[src/rtl/ex_mem_stage_reg.sv]
// EX->MEM pipeline stage register with valid/ready handshake, flush and an optional 2-entry skid buffer.
// Head entry drives the M outputs; controls are qualified by out_valid so an empty stage never writes.
module ex_mem_stage_reg #(
  parameter int DATA_W = 32,
  parameter int REG_AW = 5,
  parameter int SKID   = 1
) (
  input  logic              clk,
  input  logic              rst_n,
  input  logic              flush,
  input  logic              in_valid,
  output logic              in_ready,
  input  logic              RegWriteE,
  input  logic              MemtoRegE,
  input  logic              MemWriteE,
  input  logic [DATA_W-1:0] ALUOutE,
  input  logic [DATA_W-1:0] WriteDataE,
  input  logic [REG_AW-1:0] WriteRegE,
  output logic              out_valid,
  input  logic              out_ready,
  output logic              RegWriteM,
  output logic              MemtoRegM,
  output logic              MemWriteM,
  output logic [DATA_W-1:0] ALUOutM,
  output logic [DATA_W-1:0] WriteDataM,
  output logic [REG_AW-1:0] WriteRegM,
  output logic [1:0]        occupancy
);

  typedef struct packed {
    logic              reg_write;
    logic              mem_to_reg;
    logic              mem_write;
    logic [DATA_W-1:0] alu_out;
    logic [DATA_W-1:0] write_data;
    logic [REG_AW-1:0] write_reg;
  } entry_t;

  // Encoding doubles as the occupancy count.
  typedef enum logic [1:0] {
    EMPTY = 2'd0,
    FULL  = 2'd1,
    SKIDS = 2'd2
  } state_t;

  state_t state;
  state_t state_nxt;
  entry_t head;
  entry_t skid;
  entry_t in_entry;
  logic   accept;
  logic   retire;
  logic   load_head_in;
  logic   load_head_skid;
  logic   load_skid;

  assign in_entry = '{reg_write:  RegWriteE,
                      mem_to_reg: MemtoRegE,
                      mem_write:  MemWriteE,
                      alu_out:    ALUOutE,
                      write_data: WriteDataE,
                      write_reg:  WriteRegE};

  assign accept = in_valid & in_ready;
  assign retire = out_valid & out_ready;

  always_ff @(posedge clk or negedge rst_n) begin
    if (!rst_n) begin
      state <= EMPTY;
    end else begin
      state <= state_nxt;
    end
  end

  always_comb begin
    state_nxt      = state;
    load_head_in   = 1'b0;
    load_head_skid = 1'b0;
    load_skid      = 1'b0;
    unique case (state)
      EMPTY: begin
        if (accept) begin
          load_head_in = 1'b1;
          state_nxt    = FULL;
        end
      end
      FULL: begin
        if (accept && retire) begin
          load_head_in = 1'b1;
        end else if (accept) begin
          // Only reachable with the skid buffer; without it in_ready is low here.
          load_skid = 1'b1;
          state_nxt = SKIDS;
        end else if (retire) begin
          state_nxt = EMPTY;
        end
      end
      SKIDS: begin
        if (retire) begin
          load_head_skid = 1'b1;
          state_nxt      = FULL;
        end
      end
      default: state_nxt = EMPTY;
    endcase
    if (flush) begin
      state_nxt      = EMPTY;
      load_head_in   = 1'b0;
      load_head_skid = 1'b0;
      load_skid      = 1'b0;
    end
  end

  always_ff @(posedge clk or negedge rst_n) begin
    if (!rst_n) begin
      head <= '0;
      skid <= '0;
    end else begin
      if (load_head_in) begin
        head <= in_entry;
      end else if (load_head_skid) begin
        head <= skid;
      end
      if (load_skid) begin
        skid <= in_entry;
      end
    end
  end

  generate
    if (SKID != 0) begin : g_skid
      logic rdy_q;
      // Registered ready: low only while both entries are held.
      always_ff @(posedge clk or negedge rst_n) begin
        if (!rst_n) begin
          rdy_q <= 1'b1;
        end else begin
          rdy_q <= (state_nxt != SKIDS);
        end
      end
      assign in_ready = rdy_q;
    end else begin : g_noskid
      assign in_ready = !out_valid | out_ready;
    end
  endgenerate

  always_comb begin
    out_valid  = (state != EMPTY);
    occupancy  = state;
    RegWriteM  = head.reg_write  & out_valid;
    MemtoRegM  = head.mem_to_reg & out_valid;
    MemWriteM  = head.mem_write  & out_valid;
    ALUOutM    = head.alu_out;
    WriteDataM = head.write_data;
    WriteRegM  = head.write_reg;
  end

endmodule

[config.mk]
export PLATFORM = sky130hd
export DESIGN_NAME = ex_mem_stage_reg
export DESIGN_NICKNAME = d
export VERILOG_FILES = /design/src/rtl/ex_mem_stage_reg.sv
export SDC_FILE = /design/constraint.sdc
export NUM_CORES = 1
export LEC_CHECK = 0
export CAP_MARGIN = 5
export CORE_AREA = 2 2 118 120
export DETAILED_ROUTE_END_ITERATION = 10
export DIE_AREA = 0 0 120 122
export PLACE_DENSITY_LB_ADDON = 0.05
export SLEW_MARGIN = 20
export SYNTH_ARGS = -nofsm -noshare
export SYNTH_HDL_FRONTEND = slang
export SYNTH_SLANG_ARGS = --single-unit
[constraint.sdc]
create_clock -name clk -period 1.99 [get_ports clk]
set_input_delay 0.398 -clock clk [delete_from_list [all_inputs] [get_ports clk]]
set_output_delay 0.398 -clock clk [all_outputs]
set_load 0.02 [all_outputs]
### Word-level counts from Yosys, hierarchy flattened

Cells that the tools add are included.

| word-level totals | value |
|---|---|
| RAM bits | 0 |
| bits in read-only memories | 0 |
| latch bits | 0 |
| output and inout bits | 76 |
| memories | 0 |
| flip-flop bits (word level) | 147 |
| logic and storage cells | 45 |

| operators by class | value |
|---|---|
| add/subtract/negate cells | 0 |
| divide/modulo/power cells | 0 |
| muxes and demuxes | 19 |
| order comparisons | 0 |
| bitwise logic cells | 5 |
| $mul | 0 |
| equal/unequal tests | 3 |
| shift-type cells | 0 |
| reduce and logical (&&, ||, !) cells | 4 |

Operators with widths:

| operator | count |
|---|---|
| 72-bit two-way mux | 2 |
| 2-bit two-way mux | 6 |
| 1-bit two-way mux | 9 |
| 2-bit one-hot mux with 3 select lines | 1 |
| 1-bit bitwise AND | 5 |
| 2-bit nonzero test | 2 |
| 2-bit by 1-bit == test with 1-bit output, second input constant | 1 |
| 2-bit == test, second input constant | 1 |
| 2-bit zero test | 1 |
| 2-bit inequality test, second input constant | 1 |
| 1-bit one-hot mux with 2 select lines | 1 |
| 1-bit logical AND | 1 |

### Logic depth before layout (Yosys ltp)

| depth | value |
|---|---|
| word-level depth | 8 |
| mapped depth | 5 |
| mapped depth without buffers | 3 |

### Least setup slack after synthesis

No wires, ideal clock.

| timing path | value |
|---|---|
| path kind | reg2reg |
| start point | register g_skid.rdy_q (netlist: in_ready) |
| end point | register skid[10] (netlist name) |
| clock period less this slack | 1587 ps |
| arrival time | 1462 ps |
| path buffers | 2 |
| data required time | 1865 ps |
| path slack | 403 ps |
| stages on the path, launching flop included | 6 |
| setup time | 125 ps |
| path through | dfstp_2 > and4bb_4 > nand2b_1 > buf_6 > buf_6 > mux2_2 |

| on the way | value |
|---|---|
| cells in the longest elaborated chain, start to end | 5 |

RTL lines:

| what | RTL line | text |
|---|---|---|
| start, declared | 132 | `logic rdy_q;` |
| start signal, assigned | 138 | `rdy_q <= (state_nxt != SKIDS);` |
| 1-bit bitwise AND * | 64 | `assign accept = in_valid & in_ready;` |
| 1-bit two-way mux or 1-bit logical AND (tied branches) | 90, 88 |  |
| 1-bit two-way mux * | 88 | `if (accept && retire) begin` |
| 1-bit two-way mux * | 80 | `unique case (state)` |
| 1-bit two-way mux * | 106 | `if (flush) begin` |
| end signal, assigned | 125 | `skid <= in_entry;` |
| end, declared | 49 | `entry_t skid;` |

Mark *: on every way between the ends. The rest lies on a longest branch, timed or not.
A chain may end at the register's enable or synchronous reset.

### Worst setup path after layout

| timing path | value |
|---|---|
| start point | register state[1] (netlist: occupancy[1]) |
| end point | output occupancy[1] |

RTL lines:

| what | RTL line | text |
|---|---|---|
| start, declared | 46 | `state_t state;` |
| start signal, assigned | 71 | `state <= state_nxt;` |
| end, declared | 27 | `output logic [1:0] occupancy` |

No word-level cell between the ends.

==> results.tsv <==
stage	metric	value	unit
clock_tree	clock latency on the worst-skew pair	0.41	ns
synthesis	sequential element share of the synthesized area	56.1	%
timing	Final Max Tran Viols	0	
clock_tree	Clock Sinks	147	
setup_path	CP Cell Sequence	clkdlybuf4s50_1	
setup_path	crit start category	register	
timing	final hold vios	0	
clock_tree	CTS H-tree lvls	4	
setup_path	RR Endpoint	WriteDataM[26]	
place	# placed instances	737	
worst_hold_path	Hold WC Path Type	register to register	
floorplan	I/O pin cnt	153	
place	GP Congestion	0.771	
drt	drt total wl	13.6	mm
cells_and_area	diode count	0	
grt	antenna violations before repair	0	
drt	# DRC	0	
grt	largest net degree at the start of global routing	50	
cells_and_area	area grow syn2layout	30.5	%
cells_and_area	Final nets	654	
cells_and_area	layout cells sized above 1	22.4	%
outcome	status	finished clean	
setup_path	Critical Path AT	1.53	ns
power_and_ir_drop	Pwr Density	1110	nW/µm²
timing	WHS	0.494	ns
timing	Slew @ Worst Pin	0.471	ns
worst_hold_path	worst hold start	skid[32]	
cells_and_area	most frequent cells in the layout	146 x dfrtp_1, 145 x clkdlybuf4s50_1, 72 x and2_1, 72 x a221o_1, 72 x mux2_2	
setup_path	CP Class	register to output pin	
synthesis	Compound-Gate Fraction of Synth Area	11.6	%
timing	Final Cycle Share	97.0	%
setup_path	RR Startpoint	occupancy[1]	
synthesis	mean post-synth cell area	13.6	µm²
synthesis	adder-cell share of the synthesized area	0	%
place	Post-DP HPWL	9.21	mm
timing	Final min period	1.93	ns
grt	Global Route Usage Sum	19.8	%
place	placed inst area	7890	µm²
worst_hold_path	Hold Path Depth	1	
setup_path	worst stage delay on the critical path	0.67	ns
drt	Initial DRC Count	143	
grt	vias in the first global route	4231	
floorplan	Die W	120	µm
drt	Detail Route Antenna Nets	0	
setup_path	critical path required time	1.59	ns
cells_and_area	Util after Layout	63.4	%
cells_and_area	Final Cell Area	8570	µm²
clock_tree	CTS tree	built	
drt	vias per inst	5.31	
drt	Routed wire per std cell	17.7	µm
timing	# setup viols final	0	
setup_path	Critical Path End Type	output pin	
synthesis	XOR/XNOR Fraction of Synth Area	0	%
floorplan	num rows	43	
drt	Detailed Routing Iterations Pass 1	4	
floorplan	die area	14600	µm²
place	Buffers on Ports	152	
timing	Final Skew	0.00491	ns
worst_hold_path	hold path endpoint	skid[32]	
power_and_ir_drop	Peak supply drop	738	µV
synthesis	Synth Area in Simple Gates	8.25	%
synthesis	multiplexer share of the synthesized area	12.4	%
grt	first-pass GRT wire length	22.3	mm
synthesis	Post-Syn Area	6560	µm²
clock_tree	clock root cell	clkbuf_16	
clock_tree	Clock Pin Slew Worst Setup and Hold Paths	0.06	ns
floorplan	initial core utilization	48.6	%
synthesis	register bit count reported by yosys	147	
timing	RSZ-0062 raised after global routing	no	
setup_path	CP top delay family	buffers and inverters	
power_and_ir_drop	Pleak	3.78	nW
timing	Max Clock Freq	518	MHz
cells_and_area	commonest non-fill, non-tap cell in the layout	dfrtp_1	
setup_path	R2R depth	4	
timing	max_slew headroom	68.6	%
floorplan	core area	13500	µm²
setup_path	crit-path max FO	5	
grt	total gr overflow	0	
drt	DR vias	4092	
floorplan	Die Y	122	µm
flow_run	Max Cap Viol	0	
synthesis	main combinational cell family by area after synthesis	multiplexers	
cells_and_area	Non-Filler Instances	770	
clock_tree	Longest Clk Path Bufs	2	
setup_path	worst reg2reg setup slack	0.34	ns
setup_path	CP max-delay cell	clkdlybuf4s50_1	
synthesis	number of synthesis warnings	0	
synthesis	Gate Count Post-Synth	483	
synthesis	Synth cell types	22	
setup_path	Buf/Inv on CP	1	
clock_tree	TritonCTS buffer count	17	
synthesis	syn nets	560	
setup_path	Worst path depth	1	
worst max path at each step:
stage                     slack (ns)         start            to
after floorplan                 0.40      in_ready      skid[10]
after global placement         -0.09         flush    ALUOutM[5]
after detailed placement       -0.15         flush    ALUOutM[2]
after CTS                      0.002      in_ready      in_ready
after global routing            0.02  occupancy[1]  occupancy[1]
final                           0.06  occupancy[1]  occupancy[1]
stage by stage:
step	setup TNS, ns	worst slack (ns)	power, W
final	0	0.0600	0.00955
after global routing	0	0.0211	0.0100
after CTS	0	0.00210	0.00965
after detailed placement	-9.77	-0.147	0.00609
after global placement	-6.32	-0.0947	0.00602
after floorplan	0	0.403	0.00543
routing by layer:
metal / track usage [%] / wire length [µm] / vias to the layer above
met5: 0 / 0 / -
met4: 7.28 / 209 / 0
met3: 5.95 / 782 / 16
met2: 30.9 / 6470 / 120
met1: 26.1 / 6140 / 2089
li1: - / - / 1867
worst reg2reg max path, cell delays in order (launching register included):
cell and delay [ns]:
dfrtp_1 0.45, and4bb_4 0.26, and2_2 0.28, buf_12 0.18, a221o_1 0.36
synth_stat cells, drive strengths merged:
master  count  share of area [%]
mux2       72                 12
a221o      72                 11
buf        93                 11
inv         3               0.17
nand2b      2               0.19
nand2       1              0.057
nor2        2               0.11
and4bb      2               0.44
and2       73                7.0
dfstp       1               0.40
o41a        1               0.17
dfrtp     146                 56
nor4b       1               0.13
nand3       1              0.076
a21oi       2               0.32
o41ai       1               0.13
clkbuf      7               0.40
nor2b       3               0.29
cell type report:
cell class | instances | area, µm²
sequential | 147 | 3680
multi-input combinational | 233 | 2130
clock inverter | 9 | 174
tap | 180 | 225
fill | 1044 | 4940
inverter | 3 | 11.3
timing repair buffer | 175 | 1860
clock buffer | 23 | 488
state kept, by name, summed over array words and instances (netlist names):
register / count
WriteRegM: 5
skid: 72
occupancy: 2
WriteDataM: 32
head: 3
ALUOutM: 32
in_ready: 1
logic make-up (layout without fill, tap and decap cells):
logic type             Yosys count  in the layout
multiplexers                    72             72
buffers and inverters          103            210
AO/OA/AOI/OAI                   76             76
AND/OR/NAND/NOR                 85             85
flip-flops                     147            147
what timing repair did:
action / CTS / global route
gates cloned: 0 / 0
pin swaps: 0 / 0
setup endpoints to repair: 4 / 1
hold buffers: 1 / 0
hold endpoints to repair: 45 / 0
gates resized for setup: 7 / 1
setup buffers: 0 / 0
where the power goes:
group          internal [W]  leakage (nW)  switching [W]  total (W)
Sequential          0.00369          1.82       0.000342    0.00403
Combinational       0.00117          1.64       0.000830    0.00200
Clock               0.00235         0.327        0.00117    0.00352
Total               0.00721          3.78        0.00234    0.00955
Power figures use the tool's default switching activity.
